[src/rtl/calc_pkg.sv]
// Shared types for the round-robin calculator arbiter: ALU opcodes and arbiter FSM states.
package calc_pkg;

    typedef enum logic [1:0] {
        OP_ADD = 2'b00,
        OP_SUB = 2'b01,
        OP_OR  = 2'b10,
        OP_NEQ = 2'b11
    } calc_op_t;

    typedef enum logic [1:0] {
        S_IDLE = 2'b00,
        S_EXEC = 2'b01,
        S_RESP = 2'b10
    } arb_state_t;

endpackage

[src/rtl/calc_alu.sv]
// Combinational calculator ALU (add/sub/or/not-equal).
// Optional carry/borrow output when CALC_ARB_FLAGS_EN is defined.
module calc_alu
    import calc_pkg::*;
#(
    parameter int DATA_W = 4
) (
    input  logic [DATA_W-1:0] a,
    input  logic [DATA_W-1:0] b,
    input  calc_op_t          op,
    output logic [DATA_W-1:0] result
`ifdef CALC_ARB_FLAGS_EN
    ,
    output logic              carry
`endif
);

    always_comb begin
        result = '0;
`ifdef CALC_ARB_FLAGS_EN
        carry  = 1'b0;
`endif
        case (op)
            OP_ADD: begin
`ifdef CALC_ARB_FLAGS_EN
                {carry, result} = {1'b0, a} + {1'b0, b};
`else
                result = a + b;
`endif
            end
            OP_SUB: begin
                // Top bit of the widened difference is the unsigned borrow (a < b).
`ifdef CALC_ARB_FLAGS_EN
                {carry, result} = {1'b0, a} - {1'b0, b};
`else
                result = a - b;
`endif
            end
            OP_OR:   result = a | b;
            OP_NEQ:  result = DATA_W'(a != b);
            default: result = '0;
        endcase
    end

endmodule

[src/rtl/calc_rr_arbiter.sv]
// Round-robin arbiter sharing one registered calculator ALU among NUM_REQ requesters.
// Define CALC_ARB_FLAGS_EN to add the registered rsp_carry output.
module calc_rr_arbiter
    import calc_pkg::*;
#(
    parameter  int NUM_REQ = 4,
    parameter  int DATA_W  = 4,
    localparam int ID_W    = (NUM_REQ > 1) ? $clog2(NUM_REQ) : 1
) (
    input  logic                      clock,
    input  logic                      clear,
    input  logic [NUM_REQ-1:0]        req_valid,
    output logic [NUM_REQ-1:0]        req_ready,
    input  logic [NUM_REQ*DATA_W-1:0] req_a,
    input  logic [NUM_REQ*DATA_W-1:0] req_b,
    input  logic [NUM_REQ*2-1:0]      req_op,
    output logic                      rsp_valid,
    input  logic                      rsp_ready,
    output logic [DATA_W-1:0]         rsp_data,
    output logic [ID_W-1:0]           rsp_id
`ifdef CALC_ARB_FLAGS_EN
    ,
    output logic                      rsp_carry
`endif
);

    arb_state_t        state_reg, state_next;
    logic [ID_W-1:0]   rr_ptr_reg;
    logic [ID_W-1:0]   id_reg;
    logic [DATA_W-1:0] a_reg, b_reg;
    calc_op_t          op_reg;
    logic [DATA_W-1:0] rsp_data_reg;
    logic [DATA_W-1:0] alu_result;
`ifdef CALC_ARB_FLAGS_EN
    logic              alu_carry;
    logic              carry_reg;
`endif

    logic [DATA_W-1:0] a_arr  [NUM_REQ];
    logic [DATA_W-1:0] b_arr  [NUM_REQ];
    calc_op_t          op_arr [NUM_REQ];

    logic              grant_found;
    logic [ID_W-1:0]   grant_idx;
    logic [ID_W:0]     idx_wide;
    logic [ID_W-1:0]   rr_ptr_next;

    genvar gi;
    generate
        for (gi = 0; gi < NUM_REQ; gi++) begin : g_port
            assign a_arr[gi]  = req_a[gi*DATA_W +: DATA_W];
            assign b_arr[gi]  = req_b[gi*DATA_W +: DATA_W];
            assign op_arr[gi] = calc_op_t'(req_op[gi*2 +: 2]);
            // Ready is forced low while clear is held so reset state shows no grant.
            assign req_ready[gi] = (state_reg == S_IDLE) && !clear && grant_found
                                   && (grant_idx == ID_W'(gi));
        end
    endgenerate

    // Scan from rr_ptr upward with wraparound; first valid index wins.
    always_comb begin
        grant_found = 1'b0;
        grant_idx   = '0;
        idx_wide    = '0;
        for (int k = 0; k < NUM_REQ; k++) begin
            idx_wide = {1'b0, rr_ptr_reg} + (ID_W+1)'(k);
            if (idx_wide >= (ID_W+1)'(NUM_REQ)) begin
                idx_wide = idx_wide - (ID_W+1)'(NUM_REQ);
            end
            if (!grant_found && req_valid[idx_wide[ID_W-1:0]]) begin
                grant_found = 1'b1;
                grant_idx   = idx_wide[ID_W-1:0];
            end
        end
    end

    always_comb begin
        state_next = state_reg;
        rsp_valid  = 1'b0;
        case (state_reg)
            S_IDLE: begin
                if (grant_found) begin
                    state_next = S_EXEC;
                end
            end
            S_EXEC: state_next = S_RESP;
            S_RESP: begin
                rsp_valid = 1'b1;
                if (rsp_ready) begin
                    state_next = S_IDLE;
                end
            end
            default: state_next = S_IDLE;
        endcase
    end

    always_ff @(posedge clock or posedge clear) begin
        if (clear) begin
            state_reg <= S_IDLE;
        end else begin
            state_reg <= state_next;
        end
    end

    assign rr_ptr_next = (id_reg == ID_W'(NUM_REQ - 1)) ? '0 : id_reg + ID_W'(1);

    calc_alu #(
        .DATA_W (DATA_W)
    ) u_alu (
        .a      (a_reg),
        .b      (b_reg),
        .op     (op_reg),
        .result (alu_result)
`ifdef CALC_ARB_FLAGS_EN
        ,
        .carry  (alu_carry)
`endif
    );

    always_ff @(posedge clock or posedge clear) begin
        if (clear) begin
            rr_ptr_reg   <= '0;
            id_reg       <= '0;
            a_reg        <= '0;
            b_reg        <= '0;
            op_reg       <= OP_ADD;
            rsp_data_reg <= '0;
`ifdef CALC_ARB_FLAGS_EN
            carry_reg    <= 1'b0;
`endif
        end else begin
            if (state_reg == S_IDLE && grant_found) begin
                a_reg  <= a_arr[grant_idx];
                b_reg  <= b_arr[grant_idx];
                op_reg <= op_arr[grant_idx];
                id_reg <= grant_idx;
            end
            if (state_reg == S_EXEC) begin
                rsp_data_reg <= alu_result;
`ifdef CALC_ARB_FLAGS_EN
                carry_reg    <= alu_carry;
`endif
            end
            if (state_reg == S_RESP && rsp_ready) begin
                rr_ptr_reg <= rr_ptr_next;
            end
        end
    end

    assign rsp_data = rsp_data_reg;
    assign rsp_id   = id_reg;
`ifdef CALC_ARB_FLAGS_EN
    assign rsp_carry = carry_reg;
`endif

endmodule

[config.mk]
export PLATFORM = sky130hd
export DESIGN_NAME = calc_rr_arbiter
export DESIGN_NICKNAME = d
export VERILOG_FILES = /design/src/rtl/calc_pkg.sv /design/src/rtl/calc_alu.sv /design/src/rtl/calc_rr_arbiter.sv
export SDC_FILE = /design/constraint.sdc
export NUM_CORES = 1
export LEC_CHECK = 0
export ABC_AREA = 0
export BUFFER_PORTS_ARGS = -buffer_cell sky130_fd_sc_hd__buf_4
export CAP_MARGIN = 40
export CELL_PAD_IN_SITES_DETAIL_PLACEMENT = 0
export CELL_PAD_IN_SITES_GLOBAL_PLACEMENT = 1
export CORE_MARGIN = 2
export CORE_UTILIZATION = 39
export CTS_BUF_LIST = sky130_fd_sc_hd__clkbuf_8
export DETAILED_ROUTE_END_ITERATION = 16
export GPL_TIMING_DRIVEN = 0
export PLACE_DENSITY_LB_ADDON = 0.1
export SYNTH_ARGS = -nofsm -noshare
export SYNTH_HDL_FRONTEND = slang
export SYNTH_HIERARCHICAL = 1
export SYNTH_SLANG_ARGS = --single-unit
export TNS_END_PERCENT = 30
[constraint.sdc]
create_clock -name clock -period 4.5 [get_ports clock]
set_input_delay 1.35 -clock clock [delete_from_list [all_inputs] [get_ports clock]]
set_output_delay 1.35 -clock clock [all_outputs]
set_load 0.03 [all_outputs]
* After elaboration in Yosys (flattened, before gate mapping)
Cells that the tools add are included.
Cells by class: add/sub/neg operators 10, $lt $le $gt $ge 9, equal/unequal tests 12, multiplexer cells 35, bitwise logic cells 2, reductions and logical operators 19
Operators by type and width (number):
- 2-bit two-way mux | 13
- 4-bit binary-select mux with 2-bit select | 2
- 4-bit two-way mux | 4
- 4-bit one-hot mux with 4 select lines | 1
- 2-bit equality test, second input constant | 6
- 3-bit greater-or-equal comparator, second input constant | 4
- 2-bit by 3-bit < comparator with 1-bit output, second input constant | 4
- 1-bit logical AND | 11
- 1-bit two-way mux | 9
- 1-bit binary-select mux with 2-bit select | 4
- 2-bit by 1-bit subtractor with 2-bit output, second input constant | 4
- 2-bit by 2-bit adder with 3-bit output, second input constant | 2
- 2-bit by 1-bit equality test with 1-bit output, second input constant | 3
- 2-bit logical NOT | 3
- 2-bit one-hot mux with 3 select lines | 1
- 4-bit adder | 1
- 2-bit binary-select mux with 2-bit select | 1
- 1-bit logical NOT | 4
- 2-bit != test, second input constant | 2
- 4-bit != test | 1
- 4-bit OR | 1
- 4-bit subtractor | 1
- 2-bit by 1-bit adder with 3-bit output, second input constant | 1
- 2-bit by 3-bit greater-or-equal comparator with 1-bit output, second input constant | 1
- 3 further kinds | 3
Storage, ports and cells: bits in registers 20, input bits 47

* Depth between registers and ports, before layout
depth after elaboration 18, mapped depth 8, mapped depth without buffers 8

* Cells and area by module
Netlist, hierarchy kept.
By module, submodules not included:
- calc_rr_arbiter | instances 1, cells an instance 126, area an instance 1147.4 µm², sequential area each 500.5 µm²
- calc_alu | instances 1, cells an instance 45, area an instance 351.6 µm², sequential area each 0.0 µm²

* Worst setup path after synthesis
No wires, ideal clock.
path kind input-to-output, start in req_valid[0], end out req_ready[3], data arrival time 2443 ps, required time 3150 ps, setup slack 707 ps, stages on the path 5, path buffers 2, cells stage by stage buf_2 -> a21oi_1 -> o221a_2 -> clkbuf_1 -> and3_1
Between the ends: longest elaborated chain between the ends 14, elaborated cells between the ends (all ways) 25, classes of those cells 1 x eq/ne; 16 x mux; 8 x reduce/logical
RTL lines:
- from (decl) | RTL line calc_rr_arbiter.sv:12 | input logic [NUM_REQ-1:0] req_valid,
- 1-bit binary-select mux with 2-bit select | RTL line calc_rr_arbiter.sv:70 | if (!grant_found && req_valid[idx_wide[ID_W-1:0]]) begin
- 1-bit two-way mux (not written as such) | RTL line calc_rr_arbiter.sv:70
- 1-bit two-way mux | RTL line calc_rr_arbiter.sv:70
- 1-bit logical NOT | RTL line calc_rr_arbiter.sv:70
- 1-bit logical AND | RTL line calc_rr_arbiter.sv:70
- 1-bit two-way mux | RTL line calc_rr_arbiter.sv:70
- 1-bit logical NOT | RTL line calc_rr_arbiter.sv:70
- 1-bit logical AND | RTL line calc_rr_arbiter.sv:70
- 1-bit two-way mux | RTL line calc_rr_arbiter.sv:70
- 1-bit logical NOT | RTL line calc_rr_arbiter.sv:70
- 1-bit logical AND | RTL line calc_rr_arbiter.sv:70
- 2-bit two-way mux / 1-bit two-way mux (equally long branches) | RTL line calc_rr_arbiter.sv:70
- 2-bit equality test / 1-bit logical AND (equally long branches) | RTL line calc_rr_arbiter.sv:56, calc_rr_arbiter.sv:55
- 1-bit logical AND (*) | RTL line calc_rr_arbiter.sv:56 | && (grant_idx == ID_W'(gi));
- to (decl) | RTL line calc_rr_arbiter.sv:13 | output logic [NUM_REQ-1:0] req_ready,
Every way passes the cells marked *; elsewhere a longest branch is shown, timed or not. The select of a mux whose other input is x is not followed.

* Worst setup path after layout
Ends and elaborated chain as after synthesis.

==> flow_summary_export.csv <==
group,metric,value,unit
logic_synthesis,synthesis.instances,171,
detailed_routing,top_layer_used,"met4",
sta,maxSlewHeadroom,68.9,%
logic_synthesis,async_flop_share,100,%
detailed_routing,firstDrtPassIters,4,
power_and_ir_drop,seqPwrFrac,26.2,%
worst_setup_path,crit_type,"input port to output pin",
logic_synthesis,ys_warn_count,6,
sta,holdWs,515,ps
power_and_ir_drop,netSwitchingFraction,44.2,%
cells_and_area,antenna_cells,0,
sta,fin_crit_sh,88.6,%
sta,rsz0062_at_grt,"no",
grt,grt_pass1_vias,1344,
cells_and_area,instances_no_fill,277,
floorplan,rows,22,
worst_setup_path,end_kind,"output pin",
sta,max_clock_freq,0.251,GHz
logic_synthesis,synth_area,1500,um2
clock_network,clock_latency,260,ps
sta,fin_ws,514,ps
detailed_routing,dr_wl_met2,1980,um
floorplan,dieArea,4360,um2
cells_and_area,drive_gt1_share,34.5,%
power_and_ir_drop,powerDensity,679,nW/um2
placed_design,routabilityCongestion,0.839,
sta,finalSetupTns,0,ps
floorplan,die_x,66.0,um
clock_network,cts_resized,0,
detailed_routing,vias_per_cell,5.31,
logic_synthesis,synth_area_leaders,"dfrtp_1 (33%), ha_1 (9.2%), a21oi_1 (8.7%), a222oi_1 (6.7%), mux2_2 (4.5%)",
grt,overflow,0,
clock_network,htreeDepth,1,
sta,fin_crit,3990,ps
detailed_routing,route.detailed.drc,0,
clock_network,cts_hold_buf,0,
logic_synthesis,ys_seq_area_share,33.4,%
sta,fin_skew,6.50,ps
floorplan,initial_core_util,40.6,%
grt,antenna_found_initial,0,
placed_design,pre_cts_slack,540,ps
power_and_ir_drop,internal_power,0.778,mW
placed_design,dpl_cell_area,1980,um2
floorplan,ios,58,
cells_and_area,layout.nets,290,
sta,finalHoldViolations,0,
sta,setup_viol_count_final,0,
clock_network,numCtsBuffers,3,
grt,track_usage,19.0,%
worst_setup_path,worst_path_max_delay_cell,"clkbuf_1",
cells_and_area,final_core_util,55.7,%
detailed_routing,drt_iter0_markers,86,
placed_design,dp_hpwl,3190,um
power_and_ir_drop,switching_power,0.617,mW
cells_and_area,finalInstanceArea,2060,um2
clock_network,clock_path_buffers,2,
power_and_ir_drop,pwr-share-clk,13.0,%
sta,tightestPinTransition,467,ps
grt,grt_pass1_wl,6310,um
detailed_routing,drt-wirelength-per-cell,14.5,um
worst_setup_path,max_stage_delay,380,ps
power_and_ir_drop,p_leak,1.06,nW
logic_synthesis,avgSynthCellArea,8.77,um2
sta,final-max-slew-violation-count,0,
worst_setup_path,arrival,2640,ps
detailed_routing,wl_met3,167,um
run,cap_violations,0,
placed_design,dp_cells,273,
placed_design,io_buffers,53,
floorplan,placeableCoreArea,3690,um2
power_and_ir_drop,power_frac_comb,60.8,%
logic_synthesis,synth_area_leader_cell,"dfrtp_1",
floorplan,fp.dieH,66.0,um
clock_network,cts_setup_buffers,0,
logic_synthesis,ys.flop_type,"dfrtp_1",
worst_setup_path,cp.required,3150,ps
clock_network,clock_sinks,20,
logic_synthesis,synth_cell_types,35,
min_path,hold_path_class,"flip-flop to flip-flop",
detailed_routing,antenna_violating_nets_post_route,0,
logic_synthesis,synth_edf_count,0,
outcome,outcome,"finished clean",
logic_synthesis,synth_top_cell_area_share,33.4,%
clock_network,cts_root_buf,"clkbuf_8",
power_and_ir_drop,p_total,1.40,mW
logic_synthesis,ys_ff_latch,20,
clock_network,cts_tree,"yes",
detailed_routing,via_count,1470,
worst_setup_path,start_kind,"input port",
detailed_routing,wl_met1,1840,um
clock_network,path_clk_slew,80,ps
power_and_ir_drop,ir_drop,0.000234,V
logic_synthesis,synthesis.nets,231,
grt,grt_max_degree,21,
worst_setup_path,crit_fanout,10,
cells_and_area,area_growth,37.1,%
detailed_routing,routed_wl,4010,um
worst_setup_path,path_cells,"buf_2, a21oi_1, o221a_2, clkbuf_1, and3_1, buf_4",
per-layer routing:
layer | up-vias | GRT usage, %
met5 | - | 0
met3 | 5 | 3.07
li1 | 729 | -
met1 | 695 | 26.2
met4 | 0 | 3.06
met2 | 41 | 31.9
power groups by stage:
stage | combinational, mW | sequential [mW] | clock, mW
after CTS | 0.858 | 0.366 | 0.185
final | 0.849 | 0.365 | 0.181
after floorplan | 0.577 | 0.394 | 0
after global placement | 0.822 | 0.364 | 0
after global routing | 0.944 | 0.380 | 0.193
after detailed placement | 0.854 | 0.370 | 0
cell type report:
class                      count  area, um2
tap                           48       60.1
clock inverter                 1       30.0
sequential                    20        500
timing repair buffer          54        425
buffer                        12       70.1
clock buffer                   3       41.3
multi-input combinational    121        861
fill                         360       1630
inverter                      18       67.6
path summary, 6_finish.rpt:
path | from | to | slack [ps] | depth (start not counted)
setup / recovery | req_valid[0] | req_ready[3] | 510 | 6
hold / removal | rsp_data[2] | rsp_data[2] | 510 | 1
setup reg to reg | a_reg[1] | rsp_data[3] | 2430 | 7
hold reg to reg | rsp_data[2] | rsp_data[2] | 510 | 1
max in group asynchronous | clear | a_reg[0] | 3110 | 3
min in group asynchronous | clear | rsp_data[3] | 1010 | 2
worst max-delay path: cells and delay by family:
family / cells / cell delay [ps]
AO/OA/AOI/OAI: 2 / 370
buffers and inverters: 3 / 690
AND/OR/NAND/NOR: 1 / 230
synthesized netlist by cell type, types with 3 or more instances:
library cell and n:
mux2_2 6, o22ai_1 4, nor2_1 16, nor3_1 3, and3_1 5, nand2b_1 3, ha_1 11, dfrtp_1 20
buf_2 8, nor2b_1 3, inv_1 17, o21ai_0 6, a222oi_1 10, nand2_1 7, a21oi_1 26
layout by cell type (no fill, tap or decap):
cell type and n:
nor4_1 1, inv_2 1, a31oi_1 1, a222oi_1 10
o211a_1 1, buf_2 8, nand2_1 7, o221a_2 1
buf_16 1, buf_6 1, nor2b_1 3, mux2_2 6
mux2i_1 1, or3_1 2, nor3_1 3, bufinv_16 1
o31ai_1 2, o21a_1 1, xnor2_1 2, nor2b_4 1
o22ai_1 4, and3_1 5, clkbuf_8 3, or4_1 2
fa_1 2, buf_4 55, dfrtp_1 20, nor2_1 16
o2111ai_1 1, ha_1 11, a211o_1 1, clkbuf_1 1
a21o_1 1, a21oi_1 26, inv_1 17, a211o_2 1
nand2b_1 3, o21ai_0 6
cells by family after synthesis:
| group | after synthesis | synth area share, % |
|---|---|---|
| fa+ha+maj | 13 | 11.9 |
| compound gates | 56 | 24.7 |
| mux | 7 | 5.17 |
| xor+xnor | 2 | 1.17 |
| flops | 20 | 33.4 |
| simple gates | 43 | 14.5 |
| buf+inv | 30 | 9.18 |
Power figures use the tool's default switching activity.
